**config.mk**
```make
export PLATFORM = sky130hd
export DESIGN_NAME = tag_splitter_flat
export DESIGN_NICKNAME = d
export VERILOG_FILES = /design/src/rtl/flux_pkg.sv /design/src/rtl/tag_splitter_if.sv /design/src/rtl/token_slot.sv /design/src/rtl/tag_splitter.sv /design/src/flat_wrapper.sv
export SDC_FILE = /design/constraint.sdc
export NUM_CORES = 1
export LEC_CHECK = 0
export ABC_AREA = 0
export BUFFER_PORTS_ARGS = -buffer_cell sky130_fd_sc_hd__buf_4
export CORE_MARGIN = 3
export CORE_UTILIZATION = 44
export CTS_CLUSTER_DIAMETER = 40
export DETAILED_ROUTE_END_ITERATION = 10
export PLACE_DENSITY = 0.75
export SLEW_MARGIN = 20
export SYNTH_ARGS = -nofsm -noshare
export SYNTH_HDL_FRONTEND = slang
export SYNTH_SLANG_ARGS = --single-unit
```
**constraint.sdc**
```tcl
create_clock -name clk -period 1.8 [get_ports clk]
set_input_delay 0.36 -clock clk [delete_from_list [all_inputs] [get_ports clk]]
set_output_delay 0.36 -clock clk [all_outputs]
set_load 0.01 [all_outputs]
```
**src/rtl/flux_pkg.sv**
```systemverilog
// Shared types and helpers for the flux merge/split stages.
// Contents: tag_width() helper, default widths, default token and counter types.
// Stages with non-default widths declare their own token struct from the same layout.
package flux_pkg;

    // Tag bits needed to address flux streams (at least one bit).
    function automatic int unsigned tag_width(input int unsigned flux);
        return (flux < 2) ? 1 : $clog2(flux);
    endfunction

    localparam int unsigned DEF_FLUX       = 2;
    localparam int unsigned DEF_DATA_WIDTH = 8;
    localparam int unsigned DEF_CNT_WIDTH  = 16;
    localparam int unsigned DEF_TAG_WIDTH  = tag_width(DEF_FLUX);

    // Token layout: tag in the MSBs, payload below.
    typedef struct packed {
        logic [DEF_TAG_WIDTH-1:0]  tag;
        logic [DEF_DATA_WIDTH-1:0] data;
    } token_t;

    typedef logic [DEF_CNT_WIDTH-1:0] cnt_t;

endpackage

```
**src/rtl/tag_splitter_if.sv**
```systemverilog
// FIFO-side handshake bundle of the tag splitter.
// Input FIFO : in_empty, in_read (show-ahead pop), in_dout {tag, data}.
// Output FIFOs: out_full[FLUX], out_write[FLUX] (one-hot or zero), out_din (shared payload).
// master = splitter side, slave = FIFO side.
interface tag_splitter_if
    import flux_pkg::*;
#(
    parameter int unsigned FLUX       = 2,
    parameter int unsigned DATA_WIDTH = 8,
    parameter int unsigned TAG_WIDTH  = tag_width(FLUX)
);

    logic                          in_empty;
    logic                          in_read;
    logic [TAG_WIDTH+DATA_WIDTH-1:0] in_dout;
    logic [FLUX-1:0]               out_full;
    logic [FLUX-1:0]               out_write;
    logic [DATA_WIDTH-1:0]         out_din;

    modport master (
        input  in_empty,
        input  in_dout,
        input  out_full,
        output in_read,
        output out_write,
        output out_din
    );

    modport slave (
        output in_empty,
        output in_dout,
        output out_full,
        input  in_read,
        input  out_write,
        input  out_din
    );

endinterface

```
**src/rtl/token_slot.sv**
```systemverilog
// Single-entry token register shared by the single-buffered flux stages.
// Ports: clk, rst (async active-low), load (capture d), drain (release held token),
//        d (incoming token), valid (slot occupied), q (held token).
// load wins over drain so a drain and a refill can happen in the same cycle.
module token_slot #(
    parameter int unsigned WIDTH = 8
) (
    input  logic             clk,
    input  logic             rst,
    input  logic             load,
    input  logic             drain,
    input  logic [WIDTH-1:0] d,
    output logic             valid,
    output logic [WIDTH-1:0] q
);

    typedef enum logic {
        EMPTY = 1'b0,
        HOLD  = 1'b1
    } slot_state_t;

    slot_state_t state;

    // Slot occupancy and payload capture.
    always_ff @(posedge clk or negedge rst) begin
        if (!rst) begin
            state <= EMPTY;
            q     <= '0;
        end else begin
            case (state)
                EMPTY: begin
                    if (load) begin
                        state <= HOLD;
                        q     <= d;
                    end
                end
                HOLD: begin
                    if (load) begin
                        q <= d;
                    end else if (drain) begin
                        state <= EMPTY;
                    end
                end
                default: state <= EMPTY;
            endcase
        end
    end

    assign valid = (state == HOLD);

endmodule

```
**src/rtl/tag_splitter.sv**
```systemverilog
// Routes a tagged token stream from one input FIFO to FLUX output FIFOs by tag.
// Ports: clk, rst (async active-low), bus (FIFO handshakes, master side),
//        tok_cnt (per-stream delivered count, stream i at [i*CNT_WIDTH +: CNT_WIDTH]),
//        err_cnt (illegal-tag tokens discarded), err (sticky illegal-tag flag).
// A token waiting on a full stream blocks everything behind it, keeping global order.
module tag_splitter
    import flux_pkg::*;
#(
    parameter int unsigned FLUX       = 2,
    parameter int unsigned DATA_WIDTH = 8,
    parameter int unsigned CNT_WIDTH  = 16
) (
    input  logic                      clk,
    input  logic                      rst,
    tag_splitter_if.master            bus,
    output logic [FLUX*CNT_WIDTH-1:0] tok_cnt,
    output logic [CNT_WIDTH-1:0]      err_cnt,
    output logic                      err
);

    localparam int unsigned TAG_WIDTH = tag_width(FLUX);
    localparam int unsigned TOK_WIDTH = TAG_WIDTH + DATA_WIDTH;

    typedef struct packed {
        logic [TAG_WIDTH-1:0]  tag;
        logic [DATA_WIDTH-1:0] data;
    } tok_t;

    tok_t            in_tok;
    tok_t            slot_q;
    logic            valid;
    logic            legal;
    logic            dest_full;
    logic            drain;
    logic            rd;
    logic [FLUX-1:0] wr;

    assign in_tok = tok_t'(bus.in_dout);

    token_slot #(
        .WIDTH (TOK_WIDTH)
    ) u_slot (
        .clk   (clk),
        .rst   (rst),
        .load  (rd),
        .drain (drain),
        .d     (in_tok),
        .valid (valid),
        .q     (slot_q)
    );

    // Illegal tags only exist when FLUX does not fill the tag space.
    generate
        if (FLUX == (32'd1 << TAG_WIDTH)) begin : g_pow2
            assign legal = 1'b1;
        end else begin : g_npow2
            assign legal = (32'(slot_q.tag) < FLUX);
        end
    endgenerate

    // Destination decode: full flag of the addressed stream and its write strobe.
    always_comb begin
        dest_full = 1'b0;
        wr        = '0;
        for (int unsigned i = 0; i < FLUX; i++) begin
            if (slot_q.tag == TAG_WIDTH'(i)) begin
                dest_full = bus.out_full[i];
                wr[i]     = valid & ~bus.out_full[i];
            end
        end
    end

    // Illegal tokens drain unconditionally so they never stall the stream.
    assign drain = valid & (~legal | ~dest_full);
    assign rd    = rst & ~bus.in_empty & (~valid | drain);

    assign bus.in_read   = rd;
    assign bus.out_write = wr;
    assign bus.out_din   = slot_q.data;

    // Statistics: delivered tokens per stream, discarded tokens, sticky error.
    always_ff @(posedge clk or negedge rst) begin
        if (!rst) begin
            tok_cnt <= '0;
            err_cnt <= '0;
            err     <= 1'b0;
        end else begin
            for (int unsigned i = 0; i < FLUX; i++) begin
                if (wr[i]) begin
                    tok_cnt[i*CNT_WIDTH +: CNT_WIDTH] <= tok_cnt[i*CNT_WIDTH +: CNT_WIDTH] + CNT_WIDTH'(1);
                end
            end
            if (drain & ~legal) begin
                err_cnt <= err_cnt + CNT_WIDTH'(1);
                err     <= 1'b1;
            end
        end
    end

endmodule

```
**src/flat_wrapper.sv**
```systemverilog
// flat-port wrapper written by rule: the top's interface ports become plain ports
module tag_splitter_flat import flux_pkg::*;
#(
    parameter int unsigned FLUX       = 2,
    parameter int unsigned DATA_WIDTH = 8,
    parameter int unsigned CNT_WIDTH  = 16
)
  (clk, rst, tok_cnt, err_cnt, err, bus_in_empty, bus_in_dout, bus_out_full, bus_in_read, bus_out_write, bus_out_din);
  tag_splitter_if #(.FLUX(FLUX), .DATA_WIDTH(DATA_WIDTH)) bus_i ();
  input  logic clk;
  input  logic rst;
  output logic [FLUX*CNT_WIDTH-1:0] tok_cnt;
  output logic [CNT_WIDTH-1:0] err_cnt;
  output logic err;
  input wire logic [$bits(bus_i.in_empty)-1:0] bus_in_empty;
  input wire logic [$bits(bus_i.in_dout)-1:0] bus_in_dout;
  input wire logic [$bits(bus_i.out_full)-1:0] bus_out_full;
  output wire logic [$bits(bus_i.in_read)-1:0] bus_in_read;
  output wire logic [$bits(bus_i.out_write)-1:0] bus_out_write;
  output wire logic [$bits(bus_i.out_din)-1:0] bus_out_din;
  assign bus_i.in_empty = bus_in_empty;
  assign bus_i.in_dout = bus_in_dout;
  assign bus_i.out_full = bus_out_full;
  assign bus_in_read = bus_i.in_read;
  assign bus_out_write = bus_i.out_write;
  assign bus_out_din = bus_i.out_din;
  tag_splitter #(.FLUX(FLUX), .DATA_WIDTH(DATA_WIDTH), .CNT_WIDTH(CNT_WIDTH)) u_core (.clk(clk), .rst(rst), .bus(bus_i), .tok_cnt(tok_cnt), .err_cnt(err_cnt), .err(err));
endmodule
```
==> results of run 1 <==
## cell type report
| cell class | count | area [um2] | share of cell area, % |
|---|---|---|---|
| timing repair buffer | 67 | 503.0 | 19.60 |
| clock inverter | 3 | 40.04 | 1.560 |
| multi-input combinational | 120 | 819.5 | 31.94 |
| sequential | 42 | 1051 | 40.96 |
| inverter | 5 | 18.77 | 0.7314 |
| clock buffer | 5 | 68.82 | 2.682 |
| tap | 52 | 65.06 | 2.535 |
## through the flow
stage | setup TNS (ps) | utilization, % | instances
floorplan | -203.1 | - | 194
global placement | -573.6 | 55.65 | 285
detailed placement | -730.2 | 55.65 | 285
CTS | -7.007 | 58.19 | 293
global route | -158.9 | 58.53 | 294
finish | 0 | 58.53 | 294
## worst max-delay path: stages, from the launching register on
cell	delay, ps
dfrtp_1	380
or3b_4	410
or4_4	580
nor4_4	160
xor2_1	170
## sequential cells by signal (all words and copies together), names as in the netlist
register	flops
u_core.u_slot.q	9
u_core.tok_cnt	32
u_core.u_slot.valid	1
## logic make-up (layout without fill, tap and decap cells)
group | Yosys count | in the layout | synth area share (%)
xor+xnor | 30 | 30 | 12.99
simple gates | 59 | 59 | 16.08
other cells | 1 | 17 | 0.1854
mux | 11 | 11 | 6.123
buf+inv | 32 | 80 | 11.01
fa+ha+maj | 2 | 2 | 1.237
flops | 42 | 42 | 51.95
compound gates | 1 | 1 | 0.4330
## layout by cell type, fill, tap and decap left out, drive strengths merged, types with 7 or more instances in the layout
master,count
conb,17
buf,67
dfrtp,42
nor2,8
nand3,7
xor2,11
nand2,19
mux2,11
xnor2,19
## worst max path at each step
stage,from,to,depth (start not counted)
floorplan,u_core.u_slot.q[8]$_DFFE_PN0P_,u_core.tok_cnt[15]$_DFFE_PN0P_,6
global placement,bus_out_full[0],u_core.tok_cnt[14]$_DFFE_PN0P_,5
detailed placement,bus_out_full[0],u_core.tok_cnt[15]$_DFFE_PN0P_,5
CTS,u_core.u_slot.q[8]$_DFFE_PN0P_,u_core.tok_cnt[15]$_DFFE_PN0P_,4
global route,u_core.u_slot.q[8]$_DFFE_PN0P_,u_core.tok_cnt[11]$_DFFE_PN0P_,4
finish,u_core.u_slot.q[8]$_DFFE_PN0P_,u_core.tok_cnt[15]$_DFFE_PN0P_,4
## repair_timing
item / in CTS / in global routing
resized for setup: 1 / 2
setup buffers: 0 / 1
cloned: 0 / 0
setup endpoints to repair: 4 / 5
pin swaps: 0 / 2
## metal layers
metal	vias up	GRT usage, %	routed length, um
met5	-	0	0
met4	0	5.433	34
met3	4	3.830	269
met2	52	23.03	1866
met1	688	18.32	1563
li1	669	-	-
## power groups by stage
stage	sequential, mW	combinational, mW	clock (mW)
after global placement	1.22	0.612	0
after detailed placement	1.22	0.627	0
after global routing	1.23	0.691	0.779
final	1.20	0.626	0.716
after CTS	1.21	0.630	0.746
after floorplan	1.25	0.314	0
==> impl_metrics.env, run 1 <==
export IMPL_clock_skew_ps=6.361
export IMPL_max_freq_ghz=0.5640
export IMPL_rsz0062_at_grt="yes"
export IMPL_worst_pin_slew_ps=516.5
export IMPL_htree_num_levels=2
export IMPL_comb_power_share_pct=24.6
export IMPL_post_drt_wl_per_cell_um=12.70
export IMPL_yosysSeqAreaShare_pct=51.95
export IMPL_synthCells=178
export IMPL_grt_use_total_pct=14.30
export IMPL_portBuffers=56
export IMPL_period_minus_slack_ps=1773
export IMPL_coreArea_um2=4384
export IMPL_seq_power_share_pct=47.3
export IMPL_cts_hold_buffers=0
export IMPL_start_kind="register"
export IMPL_cts_root_buffer="clkbuf_8"
export IMPL_die_w_um=73.81
export IMPL_dr_pass1_iters=4
export IMPL_hold_path_class="in -> async"
export IMPL_slew_viol_final=0
export IMPL_place_gp_congestion=0.7908
export IMPL_synthArstFlopShare_pct=100.0
export IMPL_synth_cell_types=30
export IMPL_fin_area_um2=2566
export IMPL_ys_flop_type="dfrtp_1"
export IMPL_die_h_um=73.81
export IMPL_required_ps=2010
export IMPL_nNetsFinal=257
export IMPL_yosysTopAreaCell="dfrtp_1"
export IMPL_synth_seq_cells=42
export IMPL_placementRows=24
export IMPL_rr_worst_depth=4
export IMPL_synth_warnings=0
export IMPL_yosys_top_cells_count="42 x dfrtp_1, 25 x buf_4, 19 x nand2_1, 19 x xnor2_1"
export IMPL_synth_top_area_share_pct=51.95
export IMPL_synth_most_common_cell="dfrtp_1"
export IMPL_slew_headroom_pct=65.57
export IMPL_hold_viol_final=0
export IMPL_grt_pass1_vias=1307
export IMPL_p_sw_uw=710.1
export IMPL_cts_tree="built"
export IMPL_status="finished clean"
export IMPL_clockBufferDepth=2
export IMPL_diodes=0
export IMPL_die_area_um2=5448
export IMPL_pwr_share_clk_pct=28.1
export IMPL_timing_final_ws_setup_ps=27.07
export IMPL_grt_max_degree=43
export IMPL_maxCapViolCount=0
export IMPL_r2r_setup_slack_ps=30
export IMPL_hold_slack_ps=157.5
export IMPL_setup_viol=0
export IMPL_overflow=0
export IMPL_ant_nets=0
export IMPL_dpl_cell_area_um2=2440
export IMPL_antenna_found_initial=0
export IMPL_p_per_area_nw_per_um2=992.4
export IMPL_cts_sinks=42
export IMPL_total_power_mw=2.547
export IMPL_crit_fanout=6
export IMPL_layout_drive_gt1_share_pct=38.43
export IMPL_syn2layout_area_growth_pct=26.84
export IMPL_p_int_mw=1.837
export IMPL_clk_latency_ps=290
export IMPL_fillCellCount=396
export IMPL_drt_wl_total_mm=3.734
export IMPL_reg2reg_from="u_core.u_slot.q[8]$_DFFE_PN0P_"
export IMPL_cts_buffers=5
export IMPL_drt_iter0_drc=50
export IMPL_crit_arrival_ps=1990
export IMPL_synth_edf_count=0
export IMPL_boundaryPins=74
export IMPL_grt_pass1_wl_mm=5.927
export IMPL_initial_core_util_pct=46.15
export IMPL_viasPerCell=4.806
export IMPL_num_vias=1413
export IMPL_end_kind="register"
export IMPL_synth_top_cells_by_area="dfrtp_1 52%, buf_4 9.3%, xnor2_1 8.2%"
export IMPL_fin_crit_sh_pct=98.50
export IMPL_path_class="reg -> reg"
export IMPL_peakVddDrop_mv=0.5260
export IMPL_syn_area_per_cell_um2=11.37
export IMPL_clk_pin_slew_ps=80
export IMPL_synth_cell_area_um2=2023
export IMPL_r2r_end="u_core.tok_cnt[15]$_DFFE_PN0P_"
export IMPL_drc_errors=0
export IMPL_switching_share_pct=27.88
export IMPL_p_leak_nw=1.315
export IMPL_hpwl_mm=2.833
export IMPL_place_worst_setup_slack_ps=-181.4
No activity file was read; power rests on OpenSTA's default activity.
==> run 2: changes to the inputs <==
CORE_MARGIN = 10   (was 3)
==> run 2 against run 1 <==
Largest cell class unchanged. Core utilization up 1.7 points. The flow now finishes with violations (setup timing). Hold slack worse by 2.9 ps. Flip-flop and latch count unchanged. Critical endpoint is now bus_in_read. Critical path type is now reg -> out. Final area increased by 3.6%.
==> impl_metrics.env, run 2 (synthesis results as in run 1) <==
export IMPL_r2r_setup_slack_ps=0
export IMPL_antenna_found_initial=0
export IMPL_required_ps=1440
export IMPL_drc_errors=0
export IMPL_viasPerCell=4.722
export IMPL_worst_pin_slew_ps=528.2
export IMPL_slew_viol_final=0
export IMPL_rsz0062_at_grt="yes"
export IMPL_fin_util_pct=60.23
export IMPL_cts_sinks=42
export IMPL_path_cells="buf_6, mux2_4, a21oi_4, buf_6, buf_6"
export IMPL_ant_nets=0
export IMPL_multiInputGateArea_um2=823.3
export IMPL_clk_latency_ps=290
export IMPL_period_minus_slack_ps=1833
export IMPL_grt_pass1_wl_mm=6.989
export IMPL_syn2layout_area_growth_pct=31.42
export IMPL_p_per_area_nw_per_um2=1042
export IMPL_peakVddDrop_mv=0.7467
export IMPL_grt_max_degree=43
export IMPL_nNetsFinal=262
export IMPL_rr_worst_depth=4
export IMPL_initial_core_util_pct=45.83
export IMPL_die_w_um=87.81
export IMPL_most_common_layout_cells="68 x buf_4, 42 x dfrtp_1, 19 x nand2_1, 19 x xnor2_1, 17 x conb_1"
export IMPL_regArea_um2=1051
export IMPL_cts_tree="built"
export IMPL_hold_viol_final=0
export IMPL_dp_cells=286
export IMPL_largest_register_ffs=32
export IMPL_die_area_um2=7711
export IMPL_cts_buffers=5
export IMPL_max_freq_ghz=0.5454
export IMPL_dr_pass1_iters=4
export IMPL_crit_arrival_ps=1470
export IMPL_status="finished, violations left"
export IMPL_finalNonFillerCells=299
export IMPL_grt_use_total_pct=11.39
export IMPL_reg2reg_from="u_core.u_slot.q[8]$_DFFE_PN0P_"
export IMPL_path_class="reg -> out"
export IMPL_fin_crit_sh_pct=101.9
export IMPL_clockBufferDepth=2
export IMPL_setup_viol=3
export IMPL_grt_pass1_vias=1447
export IMPL_num_vias=1412
export IMPL_drt_iter0_drc=42
export IMPL_coreArea_um2=4414
export IMPL_boundaryPins=74
export IMPL_placementRows=24
export IMPL_total_power_mw=2.769
export IMPL_final_common_cell="buf_4"
export IMPL_maxCapViolCount=0
export IMPL_end_kind="output port"
export IMPL_post_drt_wl_per_cell_um=14.62
export IMPL_crit_top_cell="buf_6"
export IMPL_drt_wl_total_mm=4.371
export IMPL_r2r_end="u_core.tok_cnt[15]$_DFFE_PN0P_"
export IMPL_portBuffers=56
export IMPL_hpwl_mm=3.465
export IMPL_cp_slowest_cell="dfrtp_1"
export IMPL_timing_final_ws_setup_ps=-33.45
export IMPL_htree_num_levels=2
export IMPL_crit_fanout=2
export IMPL_clock_skew_ps=10.99
export IMPL_diodes=0
export IMPL_hold_path_class="in -> async"
export IMPL_start_kind="register"
export IMPL_cts_root_buffer="clkbuf_8"
export IMPL_cp_slowest_stage_delay_ps=400
export IMPL_slew_headroom_pct=64.79
export IMPL_die_h_um=87.81
export IMPL_clk_pin_slew_ps=80
export IMPL_place_gp_congestion=0.7882
export IMPL_overflow=0
export IMPL_p_leak_nw=1.352
export IMPL_layout_drive_gt1_share_pct=40.08
export IMPL_largest_register="u_core.tok_cnt"
export IMPL_violations="setup timing"
export IMPL_fillCellCount=373
## run 2: per-layer routing
| layer | up-vias | part of all wire (%) | track usage [%] |
|---|---|---|---|
| met2 | 48 | 47 | 18.12 |
| met1 | 674 | 43 | 13.77 |
| met5 | - | 0 | 0 |
| met3 | 8 | 9.2 | 4.364 |
| li1 | 682 | - | - |
| met4 | 0 | 1.2 | 3.913 |
## run 2: stage by stage
step	area, um2	worst slack [ps]	TNS, ps	hold slack (ps)
2_1_floorplan	2083	-68.79	-203.1	64.41
3_3_place_gp	2447	-91.63	-324.3	464.7
3_5_place_dp	2447	-144.9	-477.1	482.4
4_1_cts	2648	-15.28	-15.28	178.5
5_1_grt	2659	-93.31	-291.5	203.1
6_report	2659	-33.45	-40.75	154.6
## run 2: worst max path at each step
stage                                    from                        endpoint  slack [ps]
2_1_floorplan  u_core.u_slot.q[8]$_DFFE_PN0P_  u_core.tok_cnt[15]$_DFFE_PN0P_         -70
3_3_place_gp                  bus_out_full[0]  u_core.tok_cnt[15]$_DFFE_PN0P_         -90
3_5_place_dp                  bus_out_full[0]  u_core.tok_cnt[15]$_DFFE_PN0P_        -140
4_1_cts        u_core.u_slot.q[8]$_DFFE_PN0P_                     bus_in_read         -20
5_1_grt        u_core.u_slot.q[8]$_DFFE_PN0P_  u_core.tok_cnt[15]$_DFFE_PN0P_         -90
6_report       u_core.u_slot.q[8]$_DFFE_PN0P_                     bus_in_read         -30
## run 2: repair_timing
action                     CTS  global route
buffers inserted             4             1
resized for setup            8             2
setup endpoints to repair    3             7
hold endpoints to repair     0             0
hold buffers                 0             0
pin swaps                    1             0
## run 2: final cells by class
class	instances	share of cell area, %
clock inverters	2	2.259
inverters	5	0.8000
flip-flops and latches	42	39.53
clock buffers	6	3.106
multi-input cells	120	30.96
repair buffers	72	20.89
well taps	52	2.447
## run 2: worst max-delay path: cells and delay by family, from the launching register on
family,cells,cell delay (ps)
buffers and inverters,3,330
AOI/OAI and AO/OA,1,150
muxes,1,320
DFF,1,400
## run 2: where the power goes
| part | leakage (nW) | switching, mW | internal (mW) |
|---|---|---|---|
| Sequential | 0.547 | 0.141 | 1.08 |
| Combinational | 0.734 | 0.281 | 0.359 |
| Clock | 0.0714 | 0.319 | 0.592 |
==> run 3: changes to the inputs <==
GPL_TIMING_DRIVEN = 0   (was default)
SYNTH_HIERARCHICAL = 1   (was default)
TNS_END_PERCENT = 1   (was default)
==> run 3 against run 2 <==
The run now ends clean. Final cell count grew 1.0%. Critical path depth shrank 1. Clock power shrank 33%. Wire length down 5.4%. Register-to-register slack better by 90 ps. Critical endpoint is now bus_out_write[0]. Count of clock-buffer cells in the layout increased by 1. Non-clock buffer count rose by 8. Largest cell class unchanged. Critical path type unchanged. Flip-flop and latch count did not move. Hold slack worse by 100 ps.
==> impl_metrics.env, run 3 <==
export IMPL_cts_sinks=42
export IMPL_boundaryPins=74
export IMPL_crit_arrival_ps=1420
export IMPL_slew_headroom_pct=64.86
export IMPL_synth_cell_area_um2=1998
export IMPL_fin_area_um2=2691
export IMPL_clock_skew_ps=6.542
export IMPL_grt_pass1_wl_mm=6.865
export IMPL_drc_errors=0
export IMPL_slew_viol_final=0
export IMPL_clk_latency_ps=290
export IMPL_worst_pin_slew_ps=527.1
export IMPL_ys_flop_type="dfrtp_1"
export IMPL_clockBufferDepth=2
export IMPL_hold_slack_ps=51.99
export IMPL_num_vias=1391
export IMPL_cts_buffers=5
export IMPL_start_kind="register"
export IMPL_synth_cell_types=27
export IMPL_drt_iter0_drc=102
export IMPL_synth_edf_count=0
export IMPL_portBuffers=56
export IMPL_coreArea_um2=4384
export IMPL_grt_max_degree=44
export IMPL_synth_warnings=6
export IMPL_totalNegativeSetupSlack_ps=0
export IMPL_synth_top_cells_by_area="dfrtp_1 53%, xnor2_1 9.2%, mux2_4 6.8%"
export IMPL_hold_path_class="in -> async"
export IMPL_status="finished clean"
export IMPL_nNetsFinal=265
export IMPL_place_gp_congestion=0.7230
export IMPL_hpwl_mm=3.136
export IMPL_p_per_area_nw_per_um2=1044
export IMPL_final_common_cell="buf_4"
export IMPL_max_freq_ghz=0.5626
export IMPL_required_ps=1440
export IMPL_fin_crit_sh_pct=98.76
export IMPL_drt_wl_total_mm=4.133
export IMPL_synth_top_area_share_pct=52.60
export IMPL_yosys_top_cells_count="42 x dfrtp_1, 21 x xnor2_1, 17 x buf_4, 17 x nand2_1"
export IMPL_die_area_um2=7637
export IMPL_dr_pass1_iters=4
export IMPL_period_minus_slack_ps=1778
export IMPL_post_drt_wl_per_cell_um=13.69
export IMPL_setup_viol=0
export IMPL_viasPerCell=4.606
export IMPL_end_kind="output port"
export IMPL_maxCapViolCount=0
export IMPL_rsz0062_at_grt="yes"
export IMPL_antenna_found_initial=0
export IMPL_htree_num_levels=2
export IMPL_clk_pin_slew_ps=80
export IMPL_cts_tree="built"
export IMPL_syn_area_per_cell_um2=12.11
export IMPL_overflow=0
export IMPL_yosysSeqAreaShare_pct=52.60
export IMPL_crit_fanout=7
export IMPL_hold_viol_final=0
export IMPL_die_h_um=87.39
export IMPL_largest_register="u_core/tok_cnt"
export IMPL_synth_seq_cells=42
export IMPL_diodes=0
export IMPL_most_common_layout_cells="77 x buf_4, 42 x dfrtp_1, 21 x xnor2_1"
export IMPL_synth_most_common_cell="dfrtp_1"
export IMPL_placementRows=24
export IMPL_die_w_um=87.39
export IMPL_synthArstFlopShare_pct=100.0
export IMPL_path_class="reg -> out"
export IMPL_initial_core_util_pct=45.58
export IMPL_grt_pass1_vias=1465
export IMPL_ant_nets=0
export IMPL_synthCells=165
export IMPL_peakVddDrop_mv=0.7387
export IMPL_yosysTopAreaCell="dfrtp_1"
export IMPL_largest_register_ffs=32
export IMPL_dpl_cell_area_um2=2544
export IMPL_cts_root_buffer="clkbuf_8"
export IMPL_syn2layout_area_growth_pct=34.69
export IMPL_p_leak_nw=1.415
export IMPL_layout_drive_gt1_share_pct=42.40
export IMPL_rr_worst_depth=5
export IMPL_grt_use_total_pct=11.01
[run 3: cell types whose count changed in the layout (fill, tap and decap cells not counted), moves of 4 or more]
cell     before  now
mux2_2       10    1
and3_1        4    0
nand4_1       5    9
buf_4        68   77
mux2_4        1    9
[run 3: final timing paths]
check                                               startpoint                             end  slack, ps
worst max-delay path            u_core/u_slot/q[8]$_DFFE_PN0P_                bus_out_write[0]         20
worst min-delay path                                       rst  u_core/tok_cnt[23]$_DFFE_PN0P_         50
worst max register to register  u_core/u_slot/q[8]$_DFFE_PN0P_  u_core/tok_cnt[29]$_DFFE_PN0P_         90
worst min register to register  u_core/tok_cnt[15]$_DFFE_PN0P_  u_core/tok_cnt[15]$_DFFE_PN0P_        480
max in group asynchronous                                  rst  u_core/tok_cnt[15]$_DFFE_PN0P_       1400
min in group clk                                bus_in_dout[0]  u_core/u_slot/q[0]$_DFFE_PN0P_        300
[run 3: layout make-up]
type / count / area, um2
sequential: 42 / 1051
clock buffer: 7 / 86.33
timing repair buffer: 61 / 461.7
multi-input combinational: 117 / 858.3
fill: 383 / 1693
clock inverter: 1 / 5.005
inverter: 3 / 13.76
buffer: 19 / 150.1
tap: 52 / 65.06
[run 3: kinds of logic (layout without fill, tap and decap cells)]
group | Yosys count | count (layout) | share of synthesized area, %
AND/OR/NAND/NOR | 56 | 56 | 16.72
flip-flops | 42 | 42 | 52.60
other | 1 | 17 | 0.1877
XOR/XNOR | 30 | 30 | 13.15
AO/OA/AOI/OAI | 2 | 2 | 0.6886
multiplexers | 10 | 10 | 7.326
adder cells (fa/ha/maj) | 2 | 2 | 1.252
buffers and inverters | 22 | 91 | 8.077
[run 3: metal layers]
| layer | vias up | share of wire, % | track usage [%] |
|---|---|---|---|
| li1 | 689 | - | - |
| met1 | 654 | 42 | 12.23 |
| met2 | 43 | 48 | 17.72 |
| met3 | 5 | 8.7 | 4.963 |
| met4 | 0 | 1.4 | 4.783 |
| met5 | - | 0 | 0 |
[run 3: worst max-delay path, stage by stage (launching register included)]
cell and delay (ps):
dfrtp_1 420, or3b_1 400, buf_6 160, inv_4 60
buf_6 90
[run 3: timing repair]
| action | in CTS | in global routing |
|---|---|---|
| setup buffers | 2 | 3 |
| resized for setup | 2 | 3 |
| endpoints found under the setup margin | 2 | 6 |
| pin swaps | 0 | 3 |
| hold buffers | 0 | 0 |
| endpoints found under the hold margin | 0 | 0 |
[run 3: stage by stage]
stage               cells  setup WS [ps]  utilization, %  power, mW
finish                302          22.40           61.39      2.809
global route          302         -56.47           61.39      3.001
CTS                   299         -5.238           60.65      2.807
detailed placement    289         -49.95           58.02      2.150
global placement      289         -74.65           58.02      2.133
floorplan             181          153.4               -      1.755
[run 3: report_power, final]
group          internal (mW)  switching (mW)  leakage, nW
logic                  0.526           0.367        0.815
registers               1.12           0.182        0.552
clock network          0.309           0.305       0.0482
total                   1.96           0.853         1.41
